==> config.mk <==
export PLATFORM = sky130hd
export DESIGN_NAME = seq_detector_prog
export DESIGN_NICKNAME = d
export VERILOG_FILES = /design/src/rtl/seq_det_pkg.sv /design/src/rtl/sat_counter.sv /design/src/rtl/seq_detector_prog.sv
export SDC_FILE = /design/constraint.sdc
export NUM_CORES = 1
export LEC_CHECK = 0
export BUFFER_PORTS_ARGS = -buffer_cell sky130_fd_sc_hd__buf_2
export CAP_MARGIN = 10
export CELL_PAD_IN_SITES_DETAIL_PLACEMENT = 0
export CELL_PAD_IN_SITES_GLOBAL_PLACEMENT = 1
export CORE_MARGIN = 5
export CORE_UTILIZATION = 30
export DETAILED_ROUTE_END_ITERATION = 10
export PLACE_DENSITY = 0.67
export REMOVE_ABC_BUFFERS = 1
export SYNTH_ARGS = -nofsm -noshare
export SYNTH_HDL_FRONTEND = slang
export SYNTH_SLANG_ARGS = --single-unit
==> constraint.sdc <==
create_clock -name clk -period 3 [get_ports clk]
set_input_delay 0.6 -clock clk [delete_from_list [all_inputs] [get_ports clk]]
set_output_delay 0.6 -clock clk [all_outputs]
set_load 0.02 [all_outputs]
==> src/rtl/seq_det_pkg.sv <==
// Shared types and helpers for the programmable sequence detector.
// Latency: n/a (declarations only).
// Backpressure: n/a.
package seq_det_pkg;

    // FILL: fewer than len bits collected since the last clear.
    // HUNT: window is full, every accepted bit is compared.
    // ERR : latched length is illegal; input bits are ignored.
    typedef enum logic [1:0] {
        FILL = 2'd0,
        HUNT = 2'd1,
        ERR  = 2'd2
    } state_t;

    // Width needed to hold a length value in the range 0..max_len.
    function automatic int calc_len_w(input int max_len);
        return $clog2(max_len + 1);
    endfunction

endpackage

==> src/rtl/sat_counter.sv <==
// Saturating up-counter with synchronous clear; clear together with inc yields 1.
// Latency: count reflects inc/clr one cycle after the edge they are sampled on.
// Backpressure: none; inc is accepted every cycle, held at all-ones when saturated.
//
// Ports: clk, reset (async, active-high), inc (count one event), clr (sync clear),
//        count (current saturating value).
module sat_counter #(
    parameter int CNT_W = 16
) (
    input  logic             clk,
    input  logic             reset,
    input  logic             inc,
    input  logic             clr,
    output logic [CNT_W-1:0] count
);

    always_ff @(posedge clk or posedge reset) begin
        if (reset) begin
            count <= '0;
        end else if (clr) begin
            count <= {{(CNT_W-1){1'b0}}, inc};
        end else if (inc && (count != {CNT_W{1'b1}})) begin
            count <= count + CNT_W'(1);
        end
    end

endmodule

==> src/rtl/seq_detector_prog.sv <==
// Runtime-programmable serial pattern detector with saturating match counter.
// Latency: detect_out is high the cycle after the edge that samples the last pattern bit.
// Backpressure: none; din_valid low simply holds history, fill and state.
//
// Ports:
//   clk, reset            clock, asynchronous active-high reset
//   din_valid, din_bit    qualified serial input, one bit per cycle
//   cfg_load              strobe latching cfg_pattern / cfg_len / cfg_overlap
//   cfg_pattern           pattern, bit [len-1] arrives first, bit [0] last
//   cfg_len, cfg_overlap  pattern length (1..MAX_LEN) and overlap enable
//   count_clr             synchronous clear of match_count
//   detect_out            registered one-cycle match pulse
//   match_count           saturating number of matches
//   cfg_err               latched length is illegal
//   armed                 window holds at least len bits (HUNT)
module seq_detector_prog
    import seq_det_pkg::*;
#(
    parameter int                 MAX_LEN     = 8,
    parameter int                 CNT_W       = 16,
    parameter logic [MAX_LEN-1:0] RST_PATTERN = 8'b0000_0110,
    parameter int                 RST_LEN     = 4,
    parameter logic               RST_OVERLAP = 1'b1,
    localparam int                LEN_W       = calc_len_w(MAX_LEN)
) (
    input  logic               clk,
    input  logic               reset,
    input  logic               din_valid,
    input  logic               din_bit,
    input  logic               cfg_load,
    input  logic [MAX_LEN-1:0] cfg_pattern,
    input  logic [LEN_W-1:0]   cfg_len,
    input  logic               cfg_overlap,
    input  logic               count_clr,
    output logic               detect_out,
    output logic [CNT_W-1:0]   match_count,
    output logic               cfg_err,
    output logic               armed
);

    state_t               state_q, state_n;
    logic [MAX_LEN-1:0]   pattern_q, pattern_n;
    logic [LEN_W-1:0]     len_q, len_n;
    logic                 overlap_q, overlap_n;
    // Only MAX_LEN-1 bits are stored: the compare always works on the
    // post-shift window {hist_q, din_bit}, which is the full MAX_LEN bits.
    logic [MAX_LEN-2:0]   hist_q, hist_n;
    logic [LEN_W-1:0]     fill_q, fill_n;
    logic                 detect_n;
    logic                 cfg_err_n;
    logic                 match_evt;

    logic [MAX_LEN-1:0]   hist_shift;
    logic [MAX_LEN-1:0]   len_mask;
    logic [LEN_W-1:0]     fill_inc;
    logic                 cfg_legal;

    assign hist_shift = {hist_q, din_bit};
    assign fill_inc   = (fill_q >= len_q) ? len_q : fill_q + LEN_W'(1);
    assign cfg_legal  = (cfg_len != '0) && (cfg_len <= LEN_W'(MAX_LEN));

    // Select the low len bits of the window for comparison.
    always_comb begin
        len_mask = '0;
        for (int i = 0; i < MAX_LEN; i++) begin
            len_mask[i] = (LEN_W'(i) < len_q);
        end
    end

    always_comb begin
        state_n   = state_q;
        pattern_n = pattern_q;
        len_n     = len_q;
        overlap_n = overlap_q;
        hist_n    = hist_q;
        fill_n    = fill_q;
        detect_n  = 1'b0;
        cfg_err_n = cfg_err;
        match_evt = 1'b0;

        if (cfg_load) begin
            // Reconfiguration wins over any bit presented in the same cycle.
            pattern_n = cfg_pattern;
            len_n     = cfg_len;
            overlap_n = cfg_overlap;
            hist_n    = '0;
            fill_n    = '0;
            cfg_err_n = !cfg_legal;
            state_n   = cfg_legal ? FILL : ERR;
        end else if (din_valid) begin
            unique case (state_q)
                FILL, HUNT: begin
                    hist_n = hist_shift[MAX_LEN-2:0];
                    fill_n = fill_inc;
                    if ((fill_inc >= len_q) &&
                        (((hist_shift ^ pattern_q) & len_mask) == '0)) begin
                        match_evt = 1'b1;
                        detect_n  = 1'b1;
                        if (overlap_q) begin
                            state_n = HUNT;
                        end else begin
                            // Non-overlapping: the next match needs len fresh bits.
                            hist_n  = '0;
                            fill_n  = '0;
                            state_n = FILL;
                        end
                    end else begin
                        state_n = (fill_inc >= len_q) ? HUNT : FILL;
                    end
                end
                ERR: begin
                    state_n = ERR;
                end
                default: begin
                    state_n = ERR;
                end
            endcase
        end
    end

    always_ff @(posedge clk or posedge reset) begin
        if (reset) begin
            state_q    <= FILL;
            pattern_q  <= RST_PATTERN;
            len_q      <= LEN_W'(RST_LEN);
            overlap_q  <= RST_OVERLAP;
            hist_q     <= '0;
            fill_q     <= '0;
            detect_out <= 1'b0;
            cfg_err    <= 1'b0;
            armed      <= 1'b0;
        end else begin
            state_q    <= state_n;
            pattern_q  <= pattern_n;
            len_q      <= len_n;
            overlap_q  <= overlap_n;
            hist_q     <= hist_n;
            fill_q     <= fill_n;
            detect_out <= detect_n;
            cfg_err    <= cfg_err_n;
            armed      <= (state_n == HUNT);
        end
    end

    sat_counter #(
        .CNT_W (CNT_W)
    ) u_match_cnt (
        .clk   (clk),
        .reset (reset),
        .inc   (match_evt),
        .clr   (count_clr),
        .count (match_count)
    );

endmodule

=== After elaboration in Yosys (flattened, before gate mapping) ===
Index checks and enable logic that the tools add are counted.

* Register bits after elaboration: 45
* Bits in latches: 0
* Bits in writable memories: 0
* Bits in read-only memories: 0
* Input port bits: 19
* Output and inout bits: 19
* Word-level logic and storage cells: 64
* Memories: 0

* Add/subtract/negate cells: 2
* Multiply operators: 0
* Div/mod/pow operators: 0
* Order comparisons: 11
* Eq/ne operators: 3
* Shift operators: 0
* Muxes and demuxes: 24
* Bitwise operators: 2
* Reduce and logical (&&, ||, !) cells: 12

{| class="wikitable"
|+ Operator list
! cell !! count
|-
| 2-to-1 mux 7 bit || 5
|-
| 2-to-1 mux 16 bit || 2
|-
| 2-to-1 mux 4 bit || 6
|-
| adder 16 x 1 -> 16 bit, second input constant || 1
|-
| less-than comparator 3 x 4 -> 1 bit, first input constant || 4
|-
| != test 16 bit, second input constant || 1
|-
| 2-to-1 mux 2 bit || 5
|-
| AND 8 bit || 1
|-
| greater-or-equal comparator 4 bit || 2
|-
| zero test 8 bit || 1
|-
| less-than comparator 1 x 4 -> 1 bit, first input constant || 2
|-
| less-than comparator 2 x 4 -> 1 bit, first input constant || 2
|-
| bitwise XOR 8 bit || 1
|-
| 2-to-1 mux 1 bit || 6
|-
| nonzero test 2 bit || 3
|-
| adder 4 x 1 -> 4 bit, second input constant || 1
|-
| == test 2 x 1 -> 1 bit, second input constant || 2
|-
| <= comparator 4 bit, second input constant || 1
|-
| nonzero test 4 bit || 1
|-
| logical AND 1 bit || 3
|-
| zero test 2 bit || 1
|-
| AND reduction 2 bit || 1
|-
| OR reduction 2 bit || 1
|-
| zero test 1 bit || 1
|}

=== Longest topological paths before layout ===
* Word-level depth: 11
* Mapped depth: 17

=== Cells and area by module ===
A second synthesis with hierarchy kept.

* Cells, all modules: 230
* Area, all modules: 2,471.1 µm²

{| class="wikitable"
|+ By module, submodules not included
! module !! times used !! cells an instance !! area an instance (µm²)
|-
| seq_detector_prog || 1 || 134 || 1,546.5
|-
| sat_counter || 1 || 96 || 924.6
|}

=== Worst setup path before layout ===
OpenSTA, ideal clock, no wires.

* Path type: register -> register
* Start point: register len_q[2]
* End point: register u_match_cnt.count[1]
* Arrival time: 3,105 ps
* Slack: -183 ps
* Cell stages (with the launch flop): 14
* Buffers on the path: 2
* Cells stage by stage: dfstp_2 > inv_1 > ha_1 > nand2_1 > o21ai_1 > mux2_2 > ha_1 > a2111o_1 > and3_1 > nand3_1 > buf_2 > buf_2 > o21ai_0 > a21oi_1

* Cells in the longest elaborated chain, start to end: 10

{| class="wikitable"
|+ Ends and longest elaborated chain
! item !! RTL line !! source
|-
| from (decl) || seq_detector_prog.sv:43 || <nowiki>logic [LEN_W-1:0] len_q, len_n;</nowiki>
|-
| from (signal assigned) || seq_detector_prog.sv:125 || <nowiki>len_q <= LEN_W'(RST_LEN);</nowiki>
|-
| from (signal assigned) || seq_detector_prog.sv:135 || <nowiki>len_q <= len_n;</nowiki>
|-
| greater-or-equal comparator 4 bit (tied with other cells) || seq_detector_prog.sv:59 || <nowiki>assign fill_inc = (fill_q >= len_q) ? len_q : fill_q + LEN_W'(1);</nowiki>
|-
| 2-to-1 mux 4 bit or AND 8 bit (tied branches) || seq_detector_prog.sv:59, seq_detector_prog.sv:96 ||
|-
| greater-or-equal comparator 4 bit or zero test 8 bit (tied branches) || seq_detector_prog.sv:95, seq_detector_prog.sv:96 ||
|-
| logical AND 1 bit * || seq_detector_prog.sv:95 || <nowiki>if ((fill_inc >= len_q) &&</nowiki>
|-
| 2-to-1 mux 1 bit * || seq_detector_prog.sv:95 ||
|-
| 2-to-1 mux 1 bit * || seq_detector_prog.sv:91 || <nowiki>unique case (state_q)</nowiki>
|-
| 2-to-1 mux 1 bit * || seq_detector_prog.sv:90 || <nowiki>end else if (din_valid) begin</nowiki>
|-
| 2-to-1 mux 1 bit * || seq_detector_prog.sv:81 || <nowiki>if (cfg_load) begin</nowiki>
|-
| logical AND 1 bit * || sat_counter.sv:22 || <nowiki>end else if (inc && (count != {CNT_W{1'b1}})) begin</nowiki>
|-
| nonzero test 2 bit (no line) * || n/a ||
|-
| to (signal assigned) || sat_counter.sv:21 || <nowiki>count <= {{(CNT_W-1){1'b0}}, inc};</nowiki>
|-
| to (signal assigned) || sat_counter.sv:23 || <nowiki>count <= count + CNT_W'(1);</nowiki>
|-
| to (decl) || sat_counter.sv:14 || <nowiki>output logic [CNT_W-1:0] count</nowiki>
|}

Mark *: on every way between the ends. The rest lies on a longest branch, timed or not.
A chain may end at the register's enable or synchronous reset.

=== Worst setup path after layout ===
* Start point: register len_q[2]
* End point: register u_match_cnt.count[3]

The elaborated chain is that of the path after synthesis.

==> reports/qor.csv <==
stage,metric,value,unit
synth,ys flop type,dfrtp_1,
synth,Ys Warns,0,
synth,number of flops mapped to enable cells by yosys,0,
synth,"Seq/Total Area, Yosys",0.466,
synth,Syn Std Cell Area,0.00243,sq mm
drt,Vias per Instance,5.09,
synth,Async SR Flop Fraction,1.00,
setup_path,CP Capture Type,flop,
timing,RSZ-0062 raised after global routing,true,
placed_design,Placer Congestion,0.793,
layout,diodes inserted,0,
clocking,Worst-path clk slew,0.10,ns
power,Overall Power,1370,uW
timing,tightest hold margin,0.376,ns
power,Leak,0.00141,uW
layout,Area Overhead vs Synth,32.1,%
grt,gr ovfl total,0,
placed_design,# port buffers,37,
placed_design,pre-CTS setup slack,-0.392,ns
clocking,CTS tree,done,
synth,area share of the largest cell type after synthesis,0.422,
timing,Max-slew headroom,0.355,
setup_path,Top Family by Delay on Critical Path,simple AND/OR/NAND/NOR gates,
synth,#FFs+latches synth,45,
timing,Tmin final,2.99,ns
floorplanning,Die Footprint,0.0100,sq mm
setup_path,"Req. time, crit path",3.23,ns
drt,final WL,5900,microns
synth,Post-Synthesis Cells,236,
setup_path,CP max stage delay,0.55,ns
layout,final cell count without fillers,403,
clocking,clk sinks,45,
setup_path,crit-path max FO,8,
floorplanning,starting density of the core,0.311,
grt,first-pass GRT wire length,9690,microns
setup_path,crit path DAT,3.21,ns
grt,initial antenna violation count,0,
min_path,Hold WC Path Type,in -> async,
synth,post-synth top area cell,dfrtp_1,
setup_path,worst setup path category,reg -> reg,
power,Max VDD drop,0.000196,V
grt,largest net degree at the start of global routing,29,
clocking,Clock Latency Late Sink,0.30,ns
layout,Layout Cell Area excl Fill,0.00321,sq mm
setup_path,Crit-path slowest cell,dfstp_2,
setup_path,CP bufs+invs,2,
grt,GRT Overall Usage,0.120,
synth,Synth area leaders,"dfrtp_1, mux2_2, ha_1",
floorplanning,I/O pin cnt,38,
setup_path,Worst Setup Start Kind,flop,
floorplanning,Die H,100,microns
layout,"Net count, final",329,
drt,Routed Antenna Nets,0,
run_status,status,"finished, final reports clean",
timing,setup violators final,0,
clocking,Num CTS Buffers,5,
floorplanning,total core area,0.00781,sq mm
setup_path,worst path cell trace,"inv_2, ha_4, nand2_4, o21ai_4, mux2_4, ha_4, a2111o_1, and3_4, nand3_4, buf_6, or4_1, a21oi_1",
grt,vias in the first global route,2061,
timing,Worst Tran Pin Value,0.962,ns
placed_design,post-placement cell count,388,
timing,Setup Skew,0.00946,ns
power,Cell Pwr Density,425,mW/mm^2
timing,max-slew violations,0,
drt,drt wl/cell,14.6,microns
setup_path,"most used cell, CP",ha_4,
placed_design,placed inst area,0.00288,sq mm
drt,routed via count,2051,
clocking,H-Tree Depth,2,
timing,crit share post-route,0.995,
clocking,Root Driver,clkbuf_8,
placed_design,DP HPWL,4030,microns
synth,post-synth cell types,41,
drt,Residual DRC,0,
drt,DR iter-0 viols,88,
drt,router iterations before antenna repair,4,
timing,PnR worst setup slack,0.0136,ns
timing,Max Clk Rate,0.335,GHz
run,maxcap violations,0,
synth,syn_area_per_cell,10.3,sq um
floorplanning,chip width,100,microns
clocking,clk buf depth,2,
floorplanning,num rows,32,
timing,endpoints failing hold,0,
layout,layout cells sized above 1,0.425,
kinds of logic after synthesis:
family                     after synthesis  synth area share
muxes                                   14            0.0649
and+or+nand+nor                         72             0.170
AOI/OAI and AO/OA                       63             0.167
xor gates and xnor gates                11            0.0397
DFF                                     45             0.466
buffers and inverters                   21            0.0407
adders and majority gates               10            0.0515
worst register-to-register path: cells and delay by family, from the launching register on:
kind	cells	cell delay [ns]
buffers and inverters	2	0.24
multiplexers	1	0.35
flip-flops	1	0.55
AO/OA/AOI/OAI	3	0.47
AND/OR/NAND/NOR	4	0.79
adder cells (fa/ha/maj)	2	0.52
cells in the mapped netlist (2+ instances only):
cell type	number
nor4_1	2
o22ai_1	2
nor2_1	15
mux2_2	14
inv_1	9
dfstp_2	4
o31ai_1	11
a21oi_1	20
and2_1	2
nand2b_1	4
buf_2	4
buf_6	2
and4_4	3
nand2_1	12
xnor2_1	9
a22o_1	11
nand4_1	2
nand3_1	9
o21ai_0	12
ha_1	10
clkbuf_1	5
or4_1	10
nor2b_1	4
nor3_1	2
dfrtp_1	41
xor2_1	2
flip-flops by register name (all words and copies together) (netlist names):
name	cells
len_q	4
detect_out	1
fill_q	4
state_q	2
pattern_q	8
overlap_q	1
u_match_cnt.count	16
hist_q	7
armed	1
cfg_err	1
power breakdown:
group	leakage, uW	internal [uW]	total (uW)	switching (uW)
Sequential	0.000588	637	654	16.9
Clock	0.0000452	170	404	233
Combinational	0.000777	156	308	152
layout make-up:
type | count | area [sq um]
clock inverters | 3 | 25.0
fillers | 770 | 4600
clock buffers | 5 | 68.8
well taps | 102 | 128
inverters | 9 | 33.8
multi-input cells | 170 | 1370
repair buffers | 69 | 454
flip-flops and latches | 45 | 1130
routing by layer:
metal	wire, microns	vias up	GRT usage	part of all wire
met5	0	-	0	0
met3	228	6	0.0257	0.039
met2	3020	49	0.203	0.51
met4	55	0	0.0425	0.0093
met1	2600	1004	0.151	0.44
li1	-	992	-	-
metrics by stage:
| step | TNS (ns) | utilization |
|---|---|---|
| floorplan | -6.49 | - |
| global placement | -2.99 | 0.368 |
| detailed placement | -4.44 | 0.368 |
| CTS | 0 | 0.399 |
| global route | -2.33 | 0.411 |
| finish | 0 | 0.411 |
final timing paths:
path / from / end / slack [ns] / cells after the start
hold reg to reg: state_q[1] / armed / 0.51 / 1
max in group asynchronous: reset / overlap_q / 1.81 / 3
setup reg to reg: len_q[2] / u_match_cnt.count[3] / 0.01 / 12
setup / recovery: len_q[2] / u_match_cnt.count[3] / 0.01 / 12
hold / removal: reset / u_match_cnt.count[10] / 0.38 / 2
min in group clk: state_q[1] / armed / 0.51 / 1
placed cells by master, fill, tap and decap left out, types with 8 or more instances in the layout:
cell type and instances:
dfrtp_1 41, buf_2 38, buf_4 25, nor2_1 14
mux2_2 13, a21oi_1 12, nand2_1 11, o21ai_0 11
a22o_1 11, xnor2_1 9, o31ai_1 9, nand3_1 8
what timing repair did:
action	4_1_cts	5_1_grt
endpoints found under the setup margin	17	26
hold buffers	0	0
setup buffers	5	2
pin swaps	21	9
cloned	0	1
gates resized for setup	25	14
endpoints found under the hold margin	0	0
Note: power is estimated with default switching activity, not from simulation.
